`src/rtl/spi_counter_tx_ctrl.sv`:
```
// Frames the counter snapshot into two SPI bytes, drives chip-select and sequences
// byte starts to the SPI master core, with timeout abort while waiting for byte completion.
module spi_counter_tx_ctrl #(
  parameter int unsigned SETUP_CYC = 2,
  parameter int unsigned HOLD_CYC  = 2,
  parameter int unsigned TIMEOUT   = 1024
) (
  input  logic        clk,
  input  logic        reset,
  input  logic        i_send_req,
  input  logic        i_runstop,
  input  logic        i_clear,
  input  logic [13:0] i_count,
  output logic        o_start,
  output logic [7:0]  o_tx_data,
  input  logic        i_done,
  output logic        o_cs_n,
  output logic        o_busy,
  output logic        o_frame_done,
  output logic        o_err
);

  localparam int unsigned CW = ($clog2(TIMEOUT) > 10) ? $clog2(TIMEOUT) : 10;
  localparam logic [CW-1:0] SETUP_LAST = CW'(SETUP_CYC - 1);
  localparam logic [CW-1:0] HOLD_LAST  = CW'(HOLD_CYC - 1);
  localparam logic [CW-1:0] TO_LAST    = CW'(TIMEOUT - 1);

  typedef enum logic [2:0] {
    IDLE,
    SETUP,
    SEND0,
    WAIT0,
    SEND1,
    WAIT1,
    HOLD
  } state_t;

  state_t        state, state_nx;
  logic [CW-1:0] cnt, cnt_nx;
  logic          pending, pending_nx;
  logic          clr_flag, clr_flag_nx;
  logic          clr_seen, clr_seen_nx;
  logic          run_s, run_s_nx;
  logic          clr_s, clr_s_nx;
  logic [13:0]   cnt_s, cnt_s_nx;
  logic          start_nx;
  logic [7:0]    tx_nx;
  logic          cs_n_nx;
  logic          busy_nx;
  logic          frame_done_nx;
  logic          err_nx;

  always_ff @(posedge clk or negedge reset) begin
    if (!reset) begin
      state        <= IDLE;
      cnt          <= '0;
      pending      <= 1'b0;
      clr_flag     <= 1'b0;
      clr_seen     <= 1'b0;
      run_s        <= 1'b0;
      clr_s        <= 1'b0;
      cnt_s        <= '0;
      o_start      <= 1'b0;
      o_tx_data    <= '0;
      o_cs_n       <= 1'b1;
      o_busy       <= 1'b0;
      o_frame_done <= 1'b0;
      o_err        <= 1'b0;
    end else begin
      state        <= state_nx;
      cnt          <= cnt_nx;
      pending      <= pending_nx;
      clr_flag     <= clr_flag_nx;
      clr_seen     <= clr_seen_nx;
      run_s        <= run_s_nx;
      clr_s        <= clr_s_nx;
      cnt_s        <= cnt_s_nx;
      o_start      <= start_nx;
      o_tx_data    <= tx_nx;
      o_cs_n       <= cs_n_nx;
      o_busy       <= busy_nx;
      o_frame_done <= frame_done_nx;
      o_err        <= err_nx;
    end
  end

  always_comb begin
    state_nx      = state;
    cnt_nx        = cnt;
    pending_nx    = pending | (i_send_req & (state != IDLE));
    clr_flag_nx   = clr_flag | i_clear;
    // clr_seen tracks clears arriving after the snapshot, which must survive frame completion
    clr_seen_nx   = clr_seen | (i_clear & (state != IDLE));
    run_s_nx      = run_s;
    clr_s_nx      = clr_s;
    cnt_s_nx      = cnt_s;
    start_nx      = 1'b0;
    tx_nx         = o_tx_data;
    cs_n_nx       = o_cs_n;
    frame_done_nx = 1'b0;
    err_nx        = 1'b0;

    case (state)
      IDLE: begin
        cs_n_nx = 1'b1;
        if (i_send_req || pending) begin
          state_nx    = SETUP;
          cnt_nx      = '0;
          pending_nx  = 1'b0;
          run_s_nx    = i_runstop;
          clr_s_nx    = clr_flag | i_clear;
          cnt_s_nx    = i_count;
          clr_seen_nx = 1'b0;
          cs_n_nx     = 1'b0;
        end
      end
      SETUP: begin
        if (cnt == SETUP_LAST) begin
          state_nx = SEND0;
          start_nx = 1'b1;
          tx_nx    = {run_s, clr_s, cnt_s[13:8]};
        end else begin
          cnt_nx = cnt + CW'(1);
        end
      end
      SEND0: begin
        state_nx = WAIT0;
        cnt_nx   = '0;
      end
      WAIT0: begin
        if (i_done) begin
          state_nx = SEND1;
          start_nx = 1'b1;
          tx_nx    = cnt_s[7:0];
        end else if (cnt == TO_LAST) begin
          state_nx = IDLE;
          cs_n_nx  = 1'b1;
          err_nx   = 1'b1;
        end else begin
          cnt_nx = cnt + CW'(1);
        end
      end
      SEND1: begin
        state_nx = WAIT1;
        cnt_nx   = '0;
      end
      WAIT1: begin
        if (i_done) begin
          state_nx = HOLD;
          cnt_nx   = '0;
        end else if (cnt == TO_LAST) begin
          state_nx = IDLE;
          cs_n_nx  = 1'b1;
          err_nx   = 1'b1;
        end else begin
          cnt_nx = cnt + CW'(1);
        end
      end
      HOLD: begin
        if (cnt == HOLD_LAST) begin
          state_nx      = IDLE;
          cs_n_nx       = 1'b1;
          frame_done_nx = 1'b1;
          // A clear in this very cycle also keeps the flag set
          if (!clr_seen && !i_clear) clr_flag_nx = 1'b0;
        end else begin
          cnt_nx = cnt + CW'(1);
        end
      end
      default: begin
        state_nx = IDLE;
        cs_n_nx  = 1'b1;
      end
    endcase

    busy_nx = (state_nx != IDLE);
  end

endmodule

```
`config.mk`:
```
export PLATFORM = sky130hd
export DESIGN_NAME = spi_counter_tx_ctrl
export DESIGN_NICKNAME = d
export VERILOG_FILES = /design/src/rtl/spi_counter_tx_ctrl.sv
export SDC_FILE = /design/constraint.sdc
export NUM_CORES = 1
export LEC_CHECK = 0
export ABC_AREA = 1
export ABC_CLOCK_PERIOD_IN_PS = 4200
export CELL_PAD_IN_SITES_DETAIL_PLACEMENT = 1
export CELL_PAD_IN_SITES_GLOBAL_PLACEMENT = 1
export CORE_ASPECT_RATIO = 0.8
export CORE_MARGIN = 4
export CORE_UTILIZATION = 43
export CTS_CLUSTER_DIAMETER = 30
export DETAILED_ROUTE_END_ITERATION = 10
export PLACE_DENSITY_LB_ADDON = 0.1
export SLEW_MARGIN = 5
export SYNTH_ARGS = -nofsm -noshare
export SYNTH_HDL_FRONTEND = slang
export SYNTH_SLANG_ARGS = --single-unit
```
`constraint.sdc`:
```
create_clock -name clk -period 4.2 [get_ports clk]
set_input_delay 1.26 -clock clk [delete_from_list [all_inputs] [get_ports clk]]
set_output_delay 1.26 -clock clk [all_outputs]
set_load 0.03 [all_outputs]
```
==> results_dict.tcl <==
set metrics [dict create \
    portBuffers 32 \
    die-area_um2 6650 \
    wl_met2_mm 2.75 \
    hold_path.class "reg2reg" \
    synth.avg_cell_area_um2 7.64 \
    clock_path_buffers 2 \
    worstPathArrival_ns 1.55 \
    cts_resized 0 \
    postCtsSetupRepairBufs 0 \
    drv_slew 0 \
    crit_fanout 2 \
    worst-path-buf-inv 1 \
    m1WireLength_mm 3.12 \
    critPathLaunchType "flip-flop" \
    relSlewSlack_pct 32.4 \
    netlist_instances 304 \
    die_h_um 73.7 \
    setup_tns_ns 0 \
    num_vias 2030 \
    die_x_um 90.2 \
    cts_buffers 5 \
    syn2layout_area_growth_pct 20.1 \
    stdcell_count 402 \
    dp_hpwl_mm 4.40 \
    grt_pass1_vias 2195 \
    fin_crit_sh_pct 66.9 \
    p_per_area_nw_per_um2 677 \
    drc_errors 0 \
    route.met3.wl_um 201 \
    start_util_pct 45.3 \
    synthDistinctLibCells 31 \
    hold_buffers 0 \
    leakage_nw 1.43 \
    grt_start_max_net_pins 46 \
    critPathKind "reg2out" \
    routabilityCongestion 0.800 \
    ys.warnings.count 0 \
    cts_max_level 2 \
    final_nets 361 \
    cp-end-kind "output pin" \
    grt_pass1_wl_mm 10.9 \
    highest_layer "met4" \
    fmax_ghz 0.356 \
    rsz0062_at_grt "no" \
    tightest_slew_ns 1.01 \
    clock_latency_ns 0.30 \
    fin_util_pct 54.4 \
    syn_nets 326 \
    cap_violations 0 \
    crit_required_ns 2.94 \
    layout-drive-gt1-share_pct 10.3 \
    drt_first_iter_violations 77 \
    num_antenna_cells 0 \
    cts_tree "built" \
    root_buffer "clkbuf_8" \
    ys_ff_latch 45 \
    drt_wl_total_mm 6.12 \
    slowest_delay_ns 0.68 \
    num_rows 23 \
    hold_viol_final 0 \
    vdd_drop_max_mv 0.320 \
    grt.overflow.total 0 \
    cpMaxStageDelayCell "clkdlybuf4s50_1" \
    clock-sinks 45 \
    post-route-min-period_ns 2.81 \
    core-area_um2 5120 \
    dp.cells 394 \
    synth_area_um2 2320 \
    grt.total_usage_pct 20.9 \
    fillers 664 \
    seq_area_frac_synth_pct 48.5 \
    antenna_found_initial 0 \
    outcome "finished clean" \
    antenna_left 0 \
    dr.pass1.iters 4 \
    clock_skew_ns 0.00392 \
    path_clk_slew_ns 0.09 \
    routedWlPerCell_um 15.2 \
    cp_top_family "buffers and inverters" \
    io_pins 33 \
    viasPerCell 5.05 \
    setup_viol_count_final 0 \
    cp_cell_sequence "clkdlybuf4s50_1" \
]
==> synth_stat cells, drive strengths merged <==
| cell | number | area, um^2 |
|---|---|---|
| buf | 4 | 26.3 |
| o21a | 1 | 7.51 |
| xor2 | 4 | 35.0 |
| o31ai | 1 | 7.51 |
| o21bai | 2 | 15.0 |
| nor3 | 1 | 5.00 |
| nor2 | 26 | 110 |
| dfrtp | 44 | 1100 |
| nand2 | 141 | 544 |
| nand3b | 1 | 7.51 |
| inv | 31 | 116 |
| o21ai | 15 | 93.9 |
| a21oi | 3 | 15.0 |
| a21boi | 2 | 15.0 |
| nand3 | 18 | 130 |
| clkbuf | 1 | 3.75 |
| ha | 2 | 25.0 |
| nand4 | 3 | 18.8 |
| or2 | 3 | 18.8 |
| dfstp | 1 | 26.3 |
==> stage by stage <==
step / area (um^2) / power (mW) / hold WS (ns) / worst slack [ns]
3_5_place_dp: 2690 / 1.60 / 0.454 / 1.32
6_report: 2790 / 1.89 / 0.476 / 1.39
2_1_floorplan: 2320 / 1.31 / 0.437 / 2.18
4_1_cts: 2790 / 1.90 / 0.478 / 1.39
3_3_place_gp: 2690 / 1.56 / 0.456 / 1.41
5_1_grt: 2790 / 2.06 / 0.493 / 1.37
==> state kept, by name, summed over array words and instances, names as in the netlist <==
signal        cells
clr_flag          1
clr_s             1
clr_seen          1
cnt              10
cnt_s            14
o_busy            1
o_cs_n            1
o_err             1
o_frame_done      1
o_start           1
o_tx_data         8
pending           1
run_s             1
state             3
==> cell families after synthesis <==
logic type / share of synthesized area, %
flops: 48.5
fa+ha+maj: 1.08
simple gates: 35.9
buf+inv: 6.30
compound gates: 6.63
xor+xnor: 1.51
==> layout by cell type (no fill, tap or decap), drive strengths merged <==
cell type        n
nand4            3
nand3           18
buf              2
o31ai            1
nor2            26
a21oi            3
clkinv           2
nand2          141
dfstp            1
inv             31
a21boi           2
o21bai           2
ha               2
nor3             1
nand3b           1
clkdlybuf4s50   31
clkbuf           6
dfrtp           44
or2              3
xor2             4
o21ai           15
o21a             1
==> tightest hold or removal path, cell delays in order, from the launching register on <==
cell	delay, ns
dfrtp_1	0.35
nand2_1	0.05
nand2_1	0.05
==> cell type report <==
class / count / area (um^2) / share of cell area (%)
Timing Repair Buffer: 33 / 323 / 11.6
Sequential cell: 45 / 1130 / 40.4
Clock inverter: 2 / 13.8 / 0.493
Tap cell: 62 / 77.6 / 2.78
Multi-Input combinational cell: 223 / 1050 / 37.6
Inverter: 31 / 116 / 4.17
Clock buffer: 6 / 82.6 / 2.96
==> final timing paths <==
| path | start | endpoint | slack, ns | cells after the start |
|---|---|---|---|---|
| hold / removal | run_s$_DFFE_PN0P_ | run_s$_DFFE_PN0P_ | 0.48 | 2 |
| hold reg to reg | run_s$_DFFE_PN0P_ | run_s$_DFFE_PN0P_ | 0.48 | 2 |
| max in group asynchronous | reset | clr_seen$_DFF_PN0_ | 2.45 | 1 |
| setup / recovery | o_cs_n$_DFFE_PN1P_ | o_cs_n | 1.39 | 1 |
| setup reg to reg | cnt[0]$_DFFE_PN0P_ | cnt[3]$_DFFE_PN0P_ | 2.32 | 9 |
| min in group asynchronous | reset | cnt_s[1]$_DFFE_PN0P_ | 1.11 | 1 |
==> routing by layer <==
metal / vias to the layer above / track usage, %
met4: 0 / 6.11
met1: 973 / 29.4
met2: 42 / 33.6
met3: 7 / 3.58
li1: 1008 / -
met5: - / 0
==> report_power, final <==
part / switching, mW / internal [mW] / leakage (nW)
clock network: 0.161 / 0.134 / 0.0512
registers: 0.108 / 0.593 / 0.562
logic: 0.589 / 0.303 / 0.820
total: 0.858 / 1.03 / 1.43
(Power assumes the default switching activity.)
